===== src/rtl/rom_arbiter.sv =====
// Two-requester round-robin arbiter in front of a registered-output ROM.
// One read is in flight at a time: accept, issue, capture, respond.
module rom_arbiter #(
   parameter int DATA_DEPTH = 5
) (
   input  logic               clk,
   input  logic               rst_n,
   input  logic               req0_valid,
   input  logic signed [31:0] req0_addr,
   output logic               req0_ready,
   input  logic               req1_valid,
   input  logic signed [31:0] req1_addr,
   output logic               req1_ready,
   output logic [1:0]         resp_valid,
   input  logic [1:0]         resp_ready,
   output logic signed [31:0] resp_data,
   output logic               resp_err,
   output logic               rom_read,
   output logic signed [31:0] rom_addr,
   input  logic signed [31:0] rom_data
);

   typedef enum logic [1:0] {
      IDLE    = 2'd0,
      ISSUE   = 2'd1,
      CAPTURE = 2'd2,
      RESP    = 2'd3
   } state_t;

   // Negative addresses have bit 31 set; anything at or above the depth has high bits set.
   function automatic logic in_range(input logic signed [31:0] a);
      logic [31:0] u;
      u = a;
      return (u[31] == 1'b0) && ((u >> DATA_DEPTH) == 32'd0);
   endfunction

   state_t             state_r;
   state_t             state_s;
   logic               last_grant_r;
   logic               gnt_r;
   logic               gnt_s;
   logic               accept_s;
   logic signed [31:0] addr_r;
   logic signed [31:0] sel_addr_s;
   logic               err_r;
   logic               rom_read_r;
   logic signed [31:0] rom_addr_r;
   logic [1:0]         resp_valid_r;
   logic signed [31:0] resp_data_r;
   logic               resp_err_r;

   // Next-state, arbitration and combinational ready decode
   always_comb begin
      state_s    = state_r;
      accept_s   = 1'b0;
      gnt_s      = 1'b0;
      sel_addr_s = req0_addr;
      case (state_r)
         IDLE: begin
            if (rst_n && (req0_valid || req1_valid)) begin
               accept_s = 1'b1;
               if (req0_valid && req1_valid) begin
                  gnt_s = ~last_grant_r;
               end else if (req1_valid) begin
                  gnt_s = 1'b1;
               end else begin
                  gnt_s = 1'b0;
               end
               state_s = ISSUE;
            end else begin
               state_s = IDLE;
            end
         end
         ISSUE:   state_s = CAPTURE;
         CAPTURE: state_s = RESP;
         RESP: begin
            if (resp_ready[gnt_r]) begin
               state_s = IDLE;
            end else begin
               state_s = RESP;
            end
         end
         default: state_s = IDLE;
      endcase
      if (gnt_s) begin
         sel_addr_s = req1_addr;
      end else begin
         sel_addr_s = req0_addr;
      end
      req0_ready = accept_s && !gnt_s;
      req1_ready = accept_s && gnt_s;
   end

   // State, transaction context and all registered outputs
   always_ff @(posedge clk) begin
      if (!rst_n) begin
         state_r      <= IDLE;
         last_grant_r <= 1'b1;
         gnt_r        <= 1'b0;
         addr_r       <= 32'sd0;
         err_r        <= 1'b0;
         rom_read_r   <= 1'b0;
         rom_addr_r   <= 32'sd0;
         resp_valid_r <= 2'b00;
         resp_data_r  <= 32'sd0;
         resp_err_r   <= 1'b0;
      end else begin
         state_r <= state_s;
         case (state_r)
            IDLE: begin
               if (accept_s) begin
                  addr_r     <= sel_addr_s;
                  gnt_r      <= gnt_s;
                  rom_read_r <= in_range(sel_addr_s);
                  if (in_range(sel_addr_s)) begin
                     rom_addr_r <= sel_addr_s;
                  end
               end
            end
            ISSUE: begin
               rom_read_r <= 1'b0;
               err_r      <= !in_range(addr_r);
            end
            CAPTURE: begin
               resp_data_r  <= err_r ? 32'sd0 : rom_data;
               resp_err_r   <= err_r;
               resp_valid_r <= gnt_r ? 2'b10 : 2'b01;
            end
            RESP: begin
               if (resp_ready[gnt_r]) begin
                  resp_valid_r <= 2'b00;
                  last_grant_r <= gnt_r;
               end
            end
            default: ;
         endcase
      end
   end

   assign rom_read   = rom_read_r;
   assign rom_addr   = rom_addr_r;
   assign resp_valid = resp_valid_r;
   assign resp_data  = resp_data_r;
   assign resp_err   = resp_err_r;

endmodule


===== config.mk =====
export PLATFORM = sky130hd
export DESIGN_NAME = rom_arbiter
export DESIGN_NICKNAME = d
export VERILOG_FILES = /design/src/rtl/rom_arbiter.sv
export SDC_FILE = /design/constraint.sdc
export NUM_CORES = 1
export LEC_CHECK = 0
export ABC_AREA = 1
export ABC_CLOCK_PERIOD_IN_PS = 5200
export CORE_ASPECT_RATIO = 0.7
export CORE_MARGIN = 5
export CORE_UTILIZATION = 37
export DETAILED_ROUTE_END_ITERATION = 10
export GPL_ROUTABILITY_DRIVEN = 0
export PLACE_DENSITY = 0.79
export SETUP_SLACK_MARGIN = 0.2
export SLEW_MARGIN = 20
export SYNTH_ARGS = -nofsm -noshare
export SYNTH_HDL_FRONTEND = slang
export SYNTH_SLANG_ARGS = --single-unit

===== constraint.sdc =====
create_clock -name clk -period 5.2 [get_ports clk]
set_input_delay 1.04 -clock clk [delete_from_list [all_inputs] [get_ports clk]]
set_output_delay 1.04 -clock clk [all_outputs]
set_load 0.005 [all_outputs]

After elaboration in Yosys (flattened, before gate mapping)
Cells that the tools add are included.
{ "totals": {"reg_bits": 105, "wordCells": 56} }
{ "op_classes": {"reduce_logical": 19, "bitwise": 3, "eq_ne": 5, "n_mux": 18, "magnitude_cmp": 1} }
{ "op_table": {"columns": ["op", "count"], "rows": [
  ["$logic_not A32 Y1", 2],
  ["$mux W32", 2],
  ["$mux W1", 10],
  ["$pmux W2 S4", 1],
  ["$reduce_and A2 Y1", 4],
  ["$logic_and A1 B1 Y1", 6],
  ["$mux W2", 3],
  ["$eq A2 B2 Y1 const B", 2],
  ["$ne A2 B2 Y1 const B", 2],
  ["$pmux W2 S2", 1],
  ["$reduce_bool A2 Y1", 2],
  ["$not A1 Y1", 3],
  ["$reduce_and A3 Y1", 1],
  ["$eq A2 B1 Y1 const B", 1],
  ["$logic_not A1 Y1", 2],
  ["$logic_not A2 Y1", 1],
  ["$lt A1 B2 Y1 const B", 1],
  ["$pmux W1 S2", 1],
  ["$logic_or A1 B1 Y1", 1]
]} }

Logic depth before layout (Yosys ltp)
{ "logic_depth": {"word_depth": 9, "mapped_depth": 15, "ltp_nobuf": 13} }

Least setup slack after synthesis
Ideal clock, no wire load.
{ "synth_timing": {"path_kind": "input port to output port", "start": "input rst_n", "end": "output req0_ready", "arrival_ns": 1.683, "path_slack_ns": 2.477, "t_required_ns": 4.160, "n_path_buf": 2, "cell_stages": 4, "cell_sequence": "buf_2 nand3_4 clkbuf_1 nor2_1"} }
{ "synth_between": {"elab_chain_cells": 5, "elab_cells_between_ends": 7, "classes_between": "mux (4); reduce/logical (3)"} }
{ "synth_lines": {"columns": ["element", "line", "rtl"], "rows": [
  ["from (decl)", "7", "input logic rst_n,"],
  ["$logic_and A1 B1 Y1 *", "60", "if (rst_n && (req0_valid || req1_valid)) begin"],
  ["$mux W1", "60", null],
  ["$mux W1", "58", "case (state_r)"],
  ["$logic_not A1 Y1", "90", "req0_ready = accept_s && !gnt_s;"],
  ["$logic_and A1 B1 Y1 *", "90", null],
  ["to (decl)", "10", "output logic req0_ready,"]
]} }
Mark *: on every way between the ends. The rest lies on a longest branch, timed or not.

Worst setup path in the final report
{ "layout_timing": {"start": "input req0_valid", "end": "output req0_ready"} }
{ "layout_between": {"elab_chain_cells": 6, "elab_cells_between_ends": 10, "classes_between": "mux (5); reduce/logical (5)"} }
{ "layout_lines": {"columns": ["element", "line", "rtl"], "rows": [
  ["from (decl)", "8", "input logic req0_valid,"],
  ["$logic_and A1 B1 Y1 or $logic_or A1 B1 Y1 (tied branches)", "62, 60", null],
  ["$mux W1 or $logic_and A1 B1 Y1 (tied branches)", "62, 60", null],
  ["$mux W1", "60", null],
  ["$mux W1", "58", null],
  ["$logic_not A1 Y1", "90", null],
  ["$logic_and A1 B1 Y1 *", "90", null]
]} }
Marked as above.

==> summary.txt <==
Timing
  • RSZ-0062 raised after global routing: no
  • Final setup vio count: 0
  • Tcrit/Tclk final: 72.88%
  • Clk_skew: just over 7 ps
  • Max Transition Viols Final: 0
  • Slew HR: 33.61%
  • Worst-margin pin slew: 989.7 ps
  • Post-layout min period: between 3000 and 4000 ps
  • Max Clk Rate: 263.9 MHz
  • Final Hold Fails: 0
  • Fin Setup TNS: 0 ps

Worst setup path
  • WP data required: 4160 ps
  • Setup Crit Path Kind: in -> out
  • Critical path launch point type: input port
  • Critical path endpoint category: output pin
  • Reg2Reg Depth: 13
  • WP data arrival: 2750 ps
  • Max FO, Critical Path: 23
  • R2R Setup Slk: 2640 ps

Synthesis
  • Unique masters post-synth: 32
  • Top post-synthesis cells by area: dfxtp_1, nand2_1, inv_1
  • Xor/xnor share of the synthesized area: 0%
  • Main combinational cell family by area after synthesis: simple AND/OR/NAND/NOR gates
  • EDFF count, synth: 0
  • Register area share after synthesis: 45.77%
  • Synthesized area per cell: ~7.5 um^2
  • Mapped cell area: about 4400 um^2
  • Yosys warnings: 0
  • Cells after Synth: ~580
  • Async SR Flop Fraction: 0%
  • Post-Synth Adder-Cell Area: 0%
  • Multiplexer share of the synthesized area: 0%
  • Compound-cell area share of the yosys netlist: 10.90%
  • Syn_nets: 685
  • Yosys top cell by area: dfxtp_1
  • Post-Synth Simple-Gate Area: between 30% and 40%
  • Primary FF master, synth: dfxtp_1
  • FF+latch count, synth: 100
  • Share of Yosys cell area claimed by the top area cell type: a little under half

Die
  • Core ar.: 11640 um^2
  • Top Ports: around 170
  • Starting Density: ~38%
  • Die height: 101.0 um
  • Full die area: 14130 um^2
  • Row cnt: 33
  • Die W: between 100 and 150 um

Status
  • Status: finished clean

Power
  • Leakage: approximately 2.9 nW
  • IR drop worst, VDD: ~0.00019 V
  • Pwr dens: between 300 and 400 nW/um^2
  • Clock group share of total power: 37.4%
  • Internal power: 1.498 mW
  • Seq pwr share: 43.4%
  • NetSw: 0.5168 mW
  • Combinational Power Share: 19.2%
  • Switching Share: 25.66%

Hold path
  • Cell depth of the worst hold path: 2
  • Worst hold path class: reg -> reg

Route
  • Via-per-instance ratio: 4.581
  • First-pass detailed-route iteration total: 5
  • Final wirelength: 11.85 mm
  • DR DRC count: 0
  • 1st-iter DRT viols: 175
  • Vias: 4132
  • DRT antenna net count: 0
  • Wire length per cell: 13.14 um

Place
  • # port buffers: 171
  • Detail Placement HPWL: roughly 8.9 mm

GRT
  • Number of global-route vias before repair: 3816
  • Largest net degree at the start of global routing: 60
  • First-pass GRT wire length: 19.06 mm
  • Antenna violations before repair: 0
  • Total congestion overflow: 0
  • Total Routing Usage GR: 16.51%

Run
  • Max_cap viols: 0

Final layout
  • Most frequent cells in the layout: clkdlybuf4s50_1, nand2_1, dfxtp_1, inv_1, nor2_1
  • Share of layout cells above drive strength 1: 11.01%
  • Antenna cells: 0
  • Layout area overhead: 48.77%
  • Util after Layout: 55.89%
  • Fillers: 1067
  • Final nets: 842
  • Commonest non-fill, non-tap cell in the layout: clkdlybuf4s50_1

Clock tree
  • Root buffer cell: clkbuf_16
  • CTS clock-pin slew for the worst setup and hold paths: around 70 ps
  • CTS Buffer Depth: 2
  • Hold buffers post-CTS: 0
  • CTS resizes: 0
  • H-tree depth: 3
  • Postcts setup bufs: 0
  • Clock Sink Count: 100
  • CTS Buf Count: 9
  • CTS tree: built
  • Worst skew pair latency: about 330 ps
## worst max-delay path, stage by stage
cell and delay (ps):
clkdlybuf4s50_1 540, inv_1 70, nand2_2 80, nand3_4 230, nor2_1 220, clkdlybuf4s50_1 560
## power groups by stage
stage          sequential, mW  clock [mW]  combinational, mW
3_3_place_gp            0.890           0              0.383
5_1_grt                 0.883       0.809              0.431
4_1_cts                 0.875       0.774              0.388
3_5_place_dp            0.891           0              0.387
6_report                0.875       0.754              0.386
2_1_floorplan           0.887           0              0.205
## final cells by class
class	instances	area (um^2)	share of cell area, %
clock inverter	6	111.4	1.711
multi-input combinational	357	1864	28.65
timing repair buffer	176	1744	26.80
sequential	100	2002	30.76
inverter	96	360.3	5.537
clock buffer	10	229.0	3.519
tap	157	196.4	3.019
## cells in the mapped netlist, drive strengths merged, types with 6 or more instances
| library cell | instances |
|---|---|
| nand2 | 135 |
| dfxtp | 100 |
| inv | 95 |
| nor2 | 68 |
| nand3 | 67 |
| a22oi | 32 |
| o21ai | 30 |
| clkbuf | 17 |
| buf | 13 |
| a21oi | 10 |
| nor4 | 6 |
## final timing paths
path                   to          from
max reg2reg  rom_addr[20]    state_r[0]
min reg2reg  rom_addr[31]  rom_addr[31]
max            req0_ready    req0_valid
min          rom_addr[31]  rom_addr[31]
## state kept, by name, summed over array words and instances (netlist names)
signal	count
resp_data	32
rom_addr	32
addr_r	27
resp_valid	2
state_r	2
err_r	1
gnt_r	1
last_grant_r	1
resp_err	1
rom_read	1
## per-stage QoR
step	cell area, um^2	hold WS, ps	total power [mW]	std cells	worst slack (ps)
2_1_floorplan	4374	444.0	1.092	583	2477
3_3_place_gp	6167	438.3	1.274	886	1441
3_5_place_dp	6167	442.9	1.278	886	1441
4_1_cts	6507	454.3	2.037	902	1414
5_1_grt	6507	465.2	2.124	902	1327
6_report	6507	452.2	2.014	902	1410
## cells by family (layout without fill, tap and decap cells)
logic type | count (synthesis) | count (layout)
AO/OA/AOI/OAI | 75 | 75
buffers and inverters | 126 | 288
flip-flops | 100 | 100
AND/OR/NAND/NOR | 282 | 282
## routing by layer
metal,track usage (%),up-vias,share of wire [%]
li1,-,2150,-
met1,22.91,1829,47
met2,24.46,145,42
met3,6.354,8,11
met4,3.500,0,0.56
met5,0,-,0
No activity file was read; power rests on OpenSTA's default activity.
